**config.mk**
```make
export PLATFORM = sky130hd
export DESIGN_NAME = vga_timing_rx
export DESIGN_NICKNAME = d
export VERILOG_FILES = /design/src/rtl/vga_timing_rx.sv
export SDC_FILE = /design/constraint.sdc
export NUM_CORES = 1
export LEC_CHECK = 0
export CAP_MARGIN = 20
export CELL_PAD_IN_SITES_DETAIL_PLACEMENT = 1
export CELL_PAD_IN_SITES_GLOBAL_PLACEMENT = 1
export CORE_ASPECT_RATIO = 1.25
export CORE_MARGIN = 2
export CORE_UTILIZATION = 40
export DETAILED_ROUTE_END_ITERATION = 6
export HOLD_SLACK_MARGIN = 0.08
export PLACE_DENSITY = 0.85
export SYNTH_ARGS = -nofsm -noshare
export SYNTH_HDL_FRONTEND = slang
export SYNTH_SLANG_ARGS = --single-unit
```
**constraint.sdc**
```tcl
create_clock -name clk_pix -period 2.95 [get_ports clk_pix]
set_input_delay 0.4425 -clock clk_pix [delete_from_list [all_inputs] [get_ports clk_pix]]
set_output_delay 0.4425 -clock clk_pix [all_outputs]
set_load 0.005 [all_outputs]
```
**src/rtl/vga_timing_rx.sv**
```systemverilog
`default_nettype none
// ============================================================================
// Module   : vga_timing_rx
// Purpose  : Recovers active-area coordinates from an hsync/vsync/de stream
//            and measures the video mode, asserting locked once it is stable.
// Revision : 1.0
// ============================================================================
module vga_timing_rx #(
    parameter int CORDW       = 11,
    parameter bit HS_NEG      = 1'b1,
    parameter bit VS_NEG      = 1'b1,
    parameter int LOCK_FRAMES = 3,
    parameter int TIMEOUT     = 4095
) (
    input  logic             clk_pix,
    input  logic             rst_pix_n,
    input  logic             hsync,
    input  logic             vsync,
    input  logic             de,
    output logic             de_o,
    output logic [CORDW-1:0] sx,
    output logic [CORDW-1:0] sy,
    output logic             line,
    output logic             frame,
    output logic [CORDW-1:0] h_total,
    output logic [CORDW-1:0] h_active,
    output logic [CORDW-1:0] v_total,
    output logic [CORDW-1:0] v_active,
    output logic             locked,
    output logic             lock_lost
);

    localparam logic [CORDW-1:0] C_MAX         = '1;
    localparam int               C_TW          = $clog2(TIMEOUT + 2);
    localparam logic [C_TW-1:0]  C_TIMEOUT     = C_TW'(TIMEOUT);
    localparam logic [C_TW-1:0]  C_TSAT        = C_TW'(TIMEOUT + 1);
    localparam logic [3:0]       C_LOCK_FRAMES = 4'(LOCK_FRAMES);

    typedef enum logic [1:0] {
        S_IDLE   = 2'd0,
        S_SEED   = 2'd1,
        S_TRACK  = 2'd2,
        S_LOCKED = 2'd3
    } state_t;

    function automatic logic [CORDW-1:0] sat_inc(input logic [CORDW-1:0] v,
                                                 input logic en);
        return (en && (v != C_MAX)) ? v + CORDW'(1) : v;
    endfunction

    logic r_hs1, r_hs2, r_vs1, r_vs2, r_de1, r_de2;
    logic w_hs_start, w_vs_start, w_de_fall, w_timeout;

    logic [CORDW-1:0] r_hcnt, r_hact, r_vcnt, r_vact;
    logic [CORDW-1:0] r_m_htot, r_m_hact, r_m_vtot, r_m_vact;
    logic [CORDW-1:0] w_m_htot, w_m_hact, w_m_vtot, w_m_vact;
    logic [CORDW-1:0] r_ref_htot, r_ref_hact, r_ref_vtot, r_ref_vact;
    logic [C_TW-1:0]  r_tcnt;

    logic             r_de_o, r_line, r_frame, r_locked, r_lock_lost;
    logic [CORDW-1:0] r_sx, r_sy;

    state_t     r_state, w_state_next;
    logic [3:0] r_match, w_match_next, w_match_inc;
    logic       w_same, w_ref_load, w_ref_clr, w_lost;

    always_ff @(posedge clk_pix or negedge rst_pix_n) begin
        if (!rst_pix_n) begin
            r_hs1 <= 1'b0;
            r_hs2 <= 1'b0;
            r_vs1 <= 1'b0;
            r_vs2 <= 1'b0;
            r_de1 <= 1'b0;
            r_de2 <= 1'b0;
        end else begin
            r_hs1 <= hsync ^ HS_NEG;
            r_vs1 <= vsync ^ VS_NEG;
            r_de1 <= de;
            r_hs2 <= r_hs1;
            r_vs2 <= r_vs1;
            r_de2 <= r_de1;
        end
    end

    assign w_hs_start = r_hs1 & ~r_hs2;
    assign w_vs_start = r_vs1 & ~r_vs2;
    assign w_de_fall  = ~r_de1 & r_de2;
    // Fires once per sync-less stretch; the counter parks one past TIMEOUT.
    assign w_timeout  = (r_tcnt == C_TIMEOUT) & ~w_hs_start;

    // Values the frame being closed by vs_start is judged on, including any
    // hs_start/de_fall landing on that same cycle.
    assign w_m_htot = w_hs_start ? sat_inc(r_hcnt, 1'b1) : r_m_htot;
    assign w_m_hact = w_de_fall  ? r_hact : r_m_hact;
    assign w_m_vtot = sat_inc(r_vcnt, w_hs_start);
    assign w_m_vact = sat_inc(r_vact, w_de_fall);

    always_ff @(posedge clk_pix or negedge rst_pix_n) begin
        if (!rst_pix_n) begin
            r_hcnt   <= '0;
            r_hact   <= '0;
            r_vcnt   <= '0;
            r_vact   <= '0;
            r_m_htot <= '0;
            r_m_hact <= '0;
            r_m_vtot <= '0;
            r_m_vact <= '0;
            r_tcnt   <= '0;
        end else begin
            if (w_hs_start) begin
                r_m_htot <= w_m_htot;
                r_hcnt   <= '0;
            end else begin
                r_hcnt   <= sat_inc(r_hcnt, 1'b1);
            end

            if (w_de_fall) begin
                r_m_hact <= r_hact;
                r_hact   <= '0;
            end else begin
                r_hact   <= sat_inc(r_hact, r_de1);
            end

            if (w_vs_start) begin
                r_m_vtot <= w_m_vtot;
                r_m_vact <= w_m_vact;
                r_vcnt   <= '0;
                r_vact   <= '0;
            end else begin
                r_vcnt   <= sat_inc(r_vcnt, w_hs_start);
                r_vact   <= sat_inc(r_vact, w_de_fall);
            end

            if (w_timeout) begin
                r_m_htot <= '0;
                r_m_hact <= '0;
                r_m_vtot <= '0;
                r_m_vact <= '0;
            end

            if (w_hs_start) begin
                r_tcnt <= '0;
            end else if (r_tcnt != C_TSAT) begin
                r_tcnt <= r_tcnt + C_TW'(1);
            end
        end
    end

    always_ff @(posedge clk_pix or negedge rst_pix_n) begin
        if (!rst_pix_n) begin
            r_de_o  <= 1'b0;
            r_sx    <= '0;
            r_sy    <= '0;
            r_line  <= 1'b0;
            r_frame <= 1'b0;
        end else begin
            r_de_o  <= r_de1;
            r_line  <= w_de_fall;
            r_frame <= w_vs_start;

            if (w_timeout || !(r_de1 && r_de2)) begin
                r_sx <= '0;
            end else begin
                r_sx <= sat_inc(r_sx, 1'b1);
            end

            if (w_timeout || w_vs_start) begin
                r_sy <= '0;
            end else begin
                r_sy <= sat_inc(r_sy, w_de_fall);
            end
        end
    end

    assign w_same = (w_m_htot == r_ref_htot) && (w_m_hact == r_ref_hact) &&
                    (w_m_vtot == r_ref_vtot) && (w_m_vact == r_ref_vact);
    assign w_match_inc = r_match + 4'd1;

    always_comb begin
        w_state_next = r_state;
        w_match_next = r_match;
        w_ref_load   = 1'b0;
        w_ref_clr    = 1'b0;
        w_lost       = 1'b0;
        if (w_timeout) begin
            w_state_next = S_IDLE;
            w_match_next = 4'd0;
            w_ref_clr    = 1'b1;
            w_lost       = (r_state == S_LOCKED);
        end else if (w_vs_start) begin
            case (r_state)
                S_IDLE: begin
                    w_state_next = S_SEED;
                end
                S_SEED: begin
                    w_ref_load   = 1'b1;
                    w_match_next = 4'd1;
                    w_state_next = (C_LOCK_FRAMES == 4'd1) ? S_LOCKED : S_TRACK;
                end
                S_TRACK: begin
                    if (w_same) begin
                        w_match_next = w_match_inc;
                        if (w_match_inc >= C_LOCK_FRAMES) begin
                            w_state_next = S_LOCKED;
                        end
                    end else begin
                        w_ref_load   = 1'b1;
                        w_match_next = 4'd1;
                    end
                end
                S_LOCKED: begin
                    if (!w_same) begin
                        w_ref_load   = 1'b1;
                        w_match_next = 4'd1;
                        w_state_next = S_TRACK;
                        w_lost       = 1'b1;
                    end
                end
                default: begin
                    w_state_next = S_IDLE;
                end
            endcase
        end
    end

    always_ff @(posedge clk_pix or negedge rst_pix_n) begin
        if (!rst_pix_n) begin
            r_state     <= S_IDLE;
            r_match     <= 4'd0;
            r_locked    <= 1'b0;
            r_lock_lost <= 1'b0;
            r_ref_htot  <= '0;
            r_ref_hact  <= '0;
            r_ref_vtot  <= '0;
            r_ref_vact  <= '0;
        end else begin
            r_state     <= w_state_next;
            r_match     <= w_match_next;
            r_locked    <= (w_state_next == S_LOCKED);
            r_lock_lost <= w_lost;
            if (w_ref_clr) begin
                r_ref_htot <= '0;
                r_ref_hact <= '0;
                r_ref_vtot <= '0;
                r_ref_vact <= '0;
            end else if (w_ref_load) begin
                r_ref_htot <= w_m_htot;
                r_ref_hact <= w_m_hact;
                r_ref_vtot <= w_m_vtot;
                r_ref_vact <= w_m_vact;
            end
        end
    end

    assign de_o      = r_de_o;
    assign sx        = r_sx;
    assign sy        = r_sy;
    assign line      = r_line;
    assign frame     = r_frame;
    assign h_total   = r_ref_htot;
    assign h_active  = r_ref_hact;
    assign v_total   = r_ref_vtot;
    assign v_active  = r_ref_vact;
    assign locked    = r_locked;
    assign lock_lost = r_lock_lost;

endmodule
`default_nettype wire
```
### After elaboration in Yosys (flattened, before gate mapping)

Cells that the tools add are included.

* $add $sub $neg: 8
* order comparisons: 1
* equality and inequality tests: 17
* muxes and demuxes: 46
* bitwise gates (word level): 10
* reductions and logical operators: 22

Operator list (number)
* $mux 11: 25
* $add 11x1->11 const B: 6
* $ne 11x11->1 const B: 6
* $eq 11x11->1: 4
* $mux 13: 2
* $mux 4: 4
* $reduce_bool 2->1: 7
* $add 13x1->13 const B: 1
* $eq 13x12->1 const B: 1
* $ne 13x13->1 const B: 1
* $pmux 4 s3: 1
* $mux 2: 5
* $logic_and 1x1->1: 8
* $pmux 2 s4: 1
* $mux 1: 7
* $eq 2x2->1 const B: 3
* $not 1->1: 6
* $add 4x1->4 const B: 1
* $and 1x1->1: 4
* $ge 4x2->1 const B: 1
* $reduce_bool 4->1: 1
* $ne 3x3->1 const B: 1
* $reduce_and 3->1: 1
* $eq 2x1->1 const B: 1
* 5 further kinds: 6

* register bits: 161
* input bits: 5
* output and inout port bits: 71
* logic and storage cells: 129

### Longest topological paths before layout

* depth after elaboration: 13
* mapped depth: 12
* gate-level depth less buffers: 10

### Worst setup path after synthesis

No wires, ideal clock.

* kind: register to register
* from: reg r_vcnt[1]
* to: reg r_ref_hact[10], in the netlist h_active[10]
* setup time: 125 ps
* arrival: 3047 ps
* data required time: 2825 ps
* path slack: -221 ps
* cell stages (with the launch flop): 12
* buffers on the path: 1
* clock period less this slack: 3171 ps
* cell sequence: dfrtp_1 ha_1 nand3_1 o41ai_1 mux2i_1 xor2_1 nand3_1 nor4b_2 nand4_2 nand2_2 buf_6 mux2_2

* longest elaborated chain between the ends: 11
* elaborated cells on any way between the ends: 12
* classes of those cells: 1 x add/sub; 2 x eq/ne; 5 x mux; 4 x reduce/logical

Ends and longest elaborated chain
* start: declaration: line 54 `logic [CORDW-1:0] r_hcnt, r_hact, r_vcnt, r_vact;`
* start signal: assignment: line 130 `r_vcnt <= sat_inc(r_vcnt, w_hs_start);`
* parallel branches: the longest is 2 deep, another holds $add 11x1->11
* $mux 11 (*)
* $eq 11x11->1 (*): line 176 `(w_m_vtot == r_ref_vtot) && (w_m_vact == r_ref_vact);`
* $logic_and 1x1->1 (*): line 175 `assign w_same = (w_m_htot == r_ref_htot) && (w_m_hact == r_ref_hact) &&`
* $logic_and 1x1->1 (*): line 176
* $mux 1 (*): line 201, 212
* $pmux 1 s2 (*): line 191 `case (r_state)`
* $mux 1 (*): line 190 `end else if (w_vs_start) begin`
* $mux 1 (*): line 185 `if (w_timeout) begin`
* $reduce_bool 2->1 (no line) (*)
* end signal: assignment: line 248 `r_ref_hact <= w_m_hact;`
* end: declaration: line 57 `logic [CORDW-1:0] r_ref_htot, r_ref_hact, r_ref_vtot, r_ref_vact;`

Every way passes the cells marked *.
A chain may end at the register's enable or synchronous reset.

### Final worst setup path

* from: reg r_hs1
* to: reg r_ref_htot[4], in the netlist h_total[4]

* longest elaborated chain between the ends: 11
* elaborated cells on any way between the ends: 19
* classes of those cells: 2 x eq/ne; 9 x mux; 3 x bitwise; 5 x reduce/logical

Ends and longest elaborated chain
* start: declaration: line 51 `logic r_hs1, r_hs2, r_vs1, r_vs2, r_de1, r_de2;`
* start signal: assignment: line 76 `r_hs1 <= hsync ^ HS_NEG;`
* $and 1x1->1 (*): line 85 `assign w_hs_start = r_hs1 & ~r_hs2;`
* $mux 11 or $logic_and 1x1->1 (tied branches): line 93, 48
* $eq 11x11->1 or $mux 11 (tied branches)
* $logic_and 1x1->1 or $eq 11x11->1 (tied branches): line 175, 176
* $logic_and 1x1->1: line 175
* $logic_and 1x1->1: line 176
* $mux 1: line 201, 212
* $pmux 1 s2: line 191
* $mux 1: line 190
* $mux 1: line 185
* $reduce_bool 2->1 (no line)
* end signal: assignment: line 247 `r_ref_htot <= w_m_htot;`
* end: declaration: line 57

Mark *: on every way between the ends. The rest lies on a longest branch, timed or not. The select of a mux whose other input is x is not followed.

==> impl_metrics.json <==
{
  "finClkSkew_ps": 18.0,
  "whs_ps": 381,
  "cts-root-buf": "clkbuf_16",
  "finalWorstSetupSlack_ps": -930,
  "syn_area_um2": 9010,
  "worst-setup-path-type": "reg -> reg",
  "drv_cap": 0,
  "synth_cell_type_count": 81,
  "io_pins": 76,
  "track_usage": 0.320,
  "multi_input_area_um2": 5210,
  "critPathMaxFanout": 11,
  "drt_iter0_markers": 987,
  "hold_class": "reg -> reg",
  "synth_seq_cells": 161,
  "synth.most_common_cell": "dfrtp_1",
  "synth_common_cells": "dfrtp_1 (161), nor2_1 (101), nand2_1 (76)",
  "cp_data_arrival_time_ps": 4220,
  "grt_overflow": 0,
  "fillers": 2415,
  "p_switching_w": 0.00305,
  "avgViaCountPerCell": 6.43,
  "syn_nets": 981,
  "async_flop_share": 1.00,
  "crit_required_ps": 3290,
  "wl_per_cell_um": 27.7,
  "grt_pass1_vias": 9953,
  "synth_edf_count": 0,
  "io_buffers": 75,
  "grt_max_degree": 66,
  "period_needed_ps": 3880,
  "r2r_end": "h_total[4]",
  "num_vias": 9559,
  "p_comb_frac": 0.334,
  "crit_family": "compound AO/OA/AOI/OAI gates",
  "cpPeakStageDelay_ps": 1090,
  "place_area_um2": 11300,
  "status": "complete, but fails checks",
  "whs_path_depth": 0,
  "synth_area_per_cell_um2": 9.36,
  "switching_share": 0.381,
  "ys_warn_count": 0,
  "clock_path_buffers": 2,
  "r2r_start": "r_hs1",
  "fmax_mhz": 258,
  "synth_top_area_share": 0.447,
  "cts_sinks": 161,
  "coreArea_um2": 22200,
  "regArea_um2": 4030,
  "nets": 1209,
  "power_frac_clock": 0.302,
  "synth_flop_cell": "dfrtp_1",
  "violations": "design-rule violations, negative setup slack",
  "setup_viol": 51,
  "h-tree-depth": 4,
  "die_x_um": 138,
  "vdd_drop_max_uv": 462,
  "stdcell_area_um2": 12600,
  "seq_power_share": 0.363,
  "fp.dieH_um": 172,
  "path_cells": "buf_4, nor2b_4, buf_12, a2111oi_1, o221a_2, and4b_1, and4_1, buf_6, nand4_4, a21oi_4, buf_12, mux2_4",
  "synthTopCellsByArea": "dfrtp_1 (45%), nor2_1 (4.2%), xor2_1 (3.6%)",
  "rr_worst_depth": 12,
  "critPathBufInv": 4,
  "p_leak_nw": 5.51,
  "grt_pass1_wl_mm": 58.7,
  "yosysTopAreaCell": "dfrtp_1",
  "intPower_w": 0.00494,
  "ant_nets": 0,
  "cts_tree": "yes",
  "start_util": 0.406,
  "cts_buffers": 17,
  "clk_latency_ps": 460,
  "rows": 61,
  "cp-start-kind": "flip-flop",
  "drt_wl_total_mm": 41.2,
  "rsz0062_at_grt": "true",
  "drv_slew": 0,
  "hp-start": "r_vs1",
  "endpoint_kind": "flip-flop",
  "hold_violations": 0,
  "cp_common_cell": "buf_12",
  "worst_pin_slew_ps": 1270,
  "powerDensity_nw_per_um2": 635,
  "cpMaxStageDelayCell": "a2111oi_1",
  "hold_path_end": "r_vs2",
  "routabilityCongestion": 0.924,
  "clk_pin_slew_worst_paths_ps": 80,
  "area_growth_pct": 39.7,
  "rrSetupSlack_ps": -930,
  "period_share": 1.32,
  "hpwl_mm": 22.8,
  "yosysSeqAreaShare": 0.447,
  "postSynthCellCount": 963,
  "dr.pass1.iters": 7,
  "dieArea_um2": 23800,
  "diodes": 0,
  "slew_headroom": 0.150,
  "drive_gt1_frac": 0.265,
  "dp_slack_ps": -533,
  "drc": 2,
  "antenna_found_initial": 0
}
## metrics by stage
step / power, W / utilization / std cells / setup TNS [ps]
floorplan: 0.00385 / - / 963 / 0
global route: 0.00823 / 0.567 / 1487 / -36720
detailed placement: 0.00492 / 0.508 / 1434 / -18710
CTS: 0.00753 / 0.553 / 1476 / -9680
finish: 0.00799 / 0.567 / 1487 / -39390
global placement: 0.00480 / 0.507 / 1433 / -19980
## registers in the layout (all words and copies together), names as in the netlist, 2 cells and up
register	count
r_tcnt	13
h_active	11
h_total	11
r_hact	11
r_hcnt	11
r_m_hact	11
r_m_htot	11
r_vact	11
r_vcnt	11
sx	11
sy	11
v_active	11
v_total	11
r_match	4
r_state	2
## how the worst max path moves through the flow
stage | from | to | slack (ps) | cells past startpoint
after floorplan | r_vact[0] | h_total[0] | 5 | 10
after global placement | r_vcnt[0] | v_active[8] | -550 | 10
after detailed placement | r_hcnt[0] | h_total[1] | -530 | 13
after CTS | r_vcnt[1] | h_total[9] | -290 | 13
after global routing | r_hs1 | h_total[4] | -860 | 12
final | r_hs1 | h_total[4] | -930 | 12
## worst reg2reg max path, delay by kind of cell, from the launching register on
family | cells | cell delay (ps)
DFF | 1 | 380
muxes | 1 | 320
buffers and inverters | 4 | 610
and+or+nand+nor | 4 | 810
AOI/OAI and AO/OA | 3 | 1650
## layer usage
metal  track usage  wire, µm  up-vias
met5             0         0        -
met4         0.231      3370        0
met3        0.0576      2940      255
met2         0.560     20100      607
met1         0.351     14800     4802
li1              -         -     3895
## placed cells by master, fill, tap and decap left out, types with 7 or more instances in the layout
master,count
and4_1,7
a21oi_1,57
xor2_1,36
mux2i_1,21
buf_4,167
nand3_1,54
or3_1,10
mux2_4,21
and2_1,21
clkbuf_16,19
a211oi_2,8
nor2_1,99
dfrtp_1,160
ha_1,10
inv_1,27
clkdlybuf4s50_1,74
and3_1,17
nor3_1,10
nor2b_1,7
a31oi_1,9
a211oi_1,8
o21ai_0,37
xnor2_1,35
nand2_1,76
o22ai_1,8
nand2b_1,18
nand4_1,19
## power groups by stage
stage	registers (W)	logic (W)	clock network (W)
after floorplan	0.00277	0.00108	0
after CTS	0.00283	0.00230	0.00240
after detailed placement	0.00286	0.00206	0
final	0.00290	0.00267	0.00241
after global placement	0.00284	0.00196	0
after global routing	0.00292	0.00280	0.00251
## kinds of logic (layout without fill, tap and decap cells)
| kind of cell | Yosys count | count (layout) | synth area share |
|---|---|---|---|
| AND/OR/NAND/NOR | 391 | 392 | 0.225 |
| AO/OA/AOI/OAI | 201 | 201 | 0.147 |
| flip-flops | 161 | 161 | 0.447 |
| multiplexers | 46 | 46 | 0.0543 |
| buffers and inverters | 77 | 317 | 0.0354 |
| adder cells (fa/ha/maj) | 13 | 13 | 0.0181 |
| XOR/XNOR | 74 | 74 | 0.0728 |
## final cells by class
class,count,area share
multi-input combinational,726,0.414
sequential,161,0.320
timing repair buffer,257,0.179
clock buffer,18,0.0349
tap,283,0.0281
clock inverter,14,0.0151
inverter,28,0.00835
## timing repair
action | in CTS | in global routing
cloned | 2 | 0
hold buffers | 1 | 0
hold endpoints to repair | 61 | 0
setup buffers | 7 | 12
gates resized for setup | 50 | 54
pin swaps | 11 | 27
setup endpoints to repair | 51 | 51
Note: power is estimated with default switching activity, not from simulation.
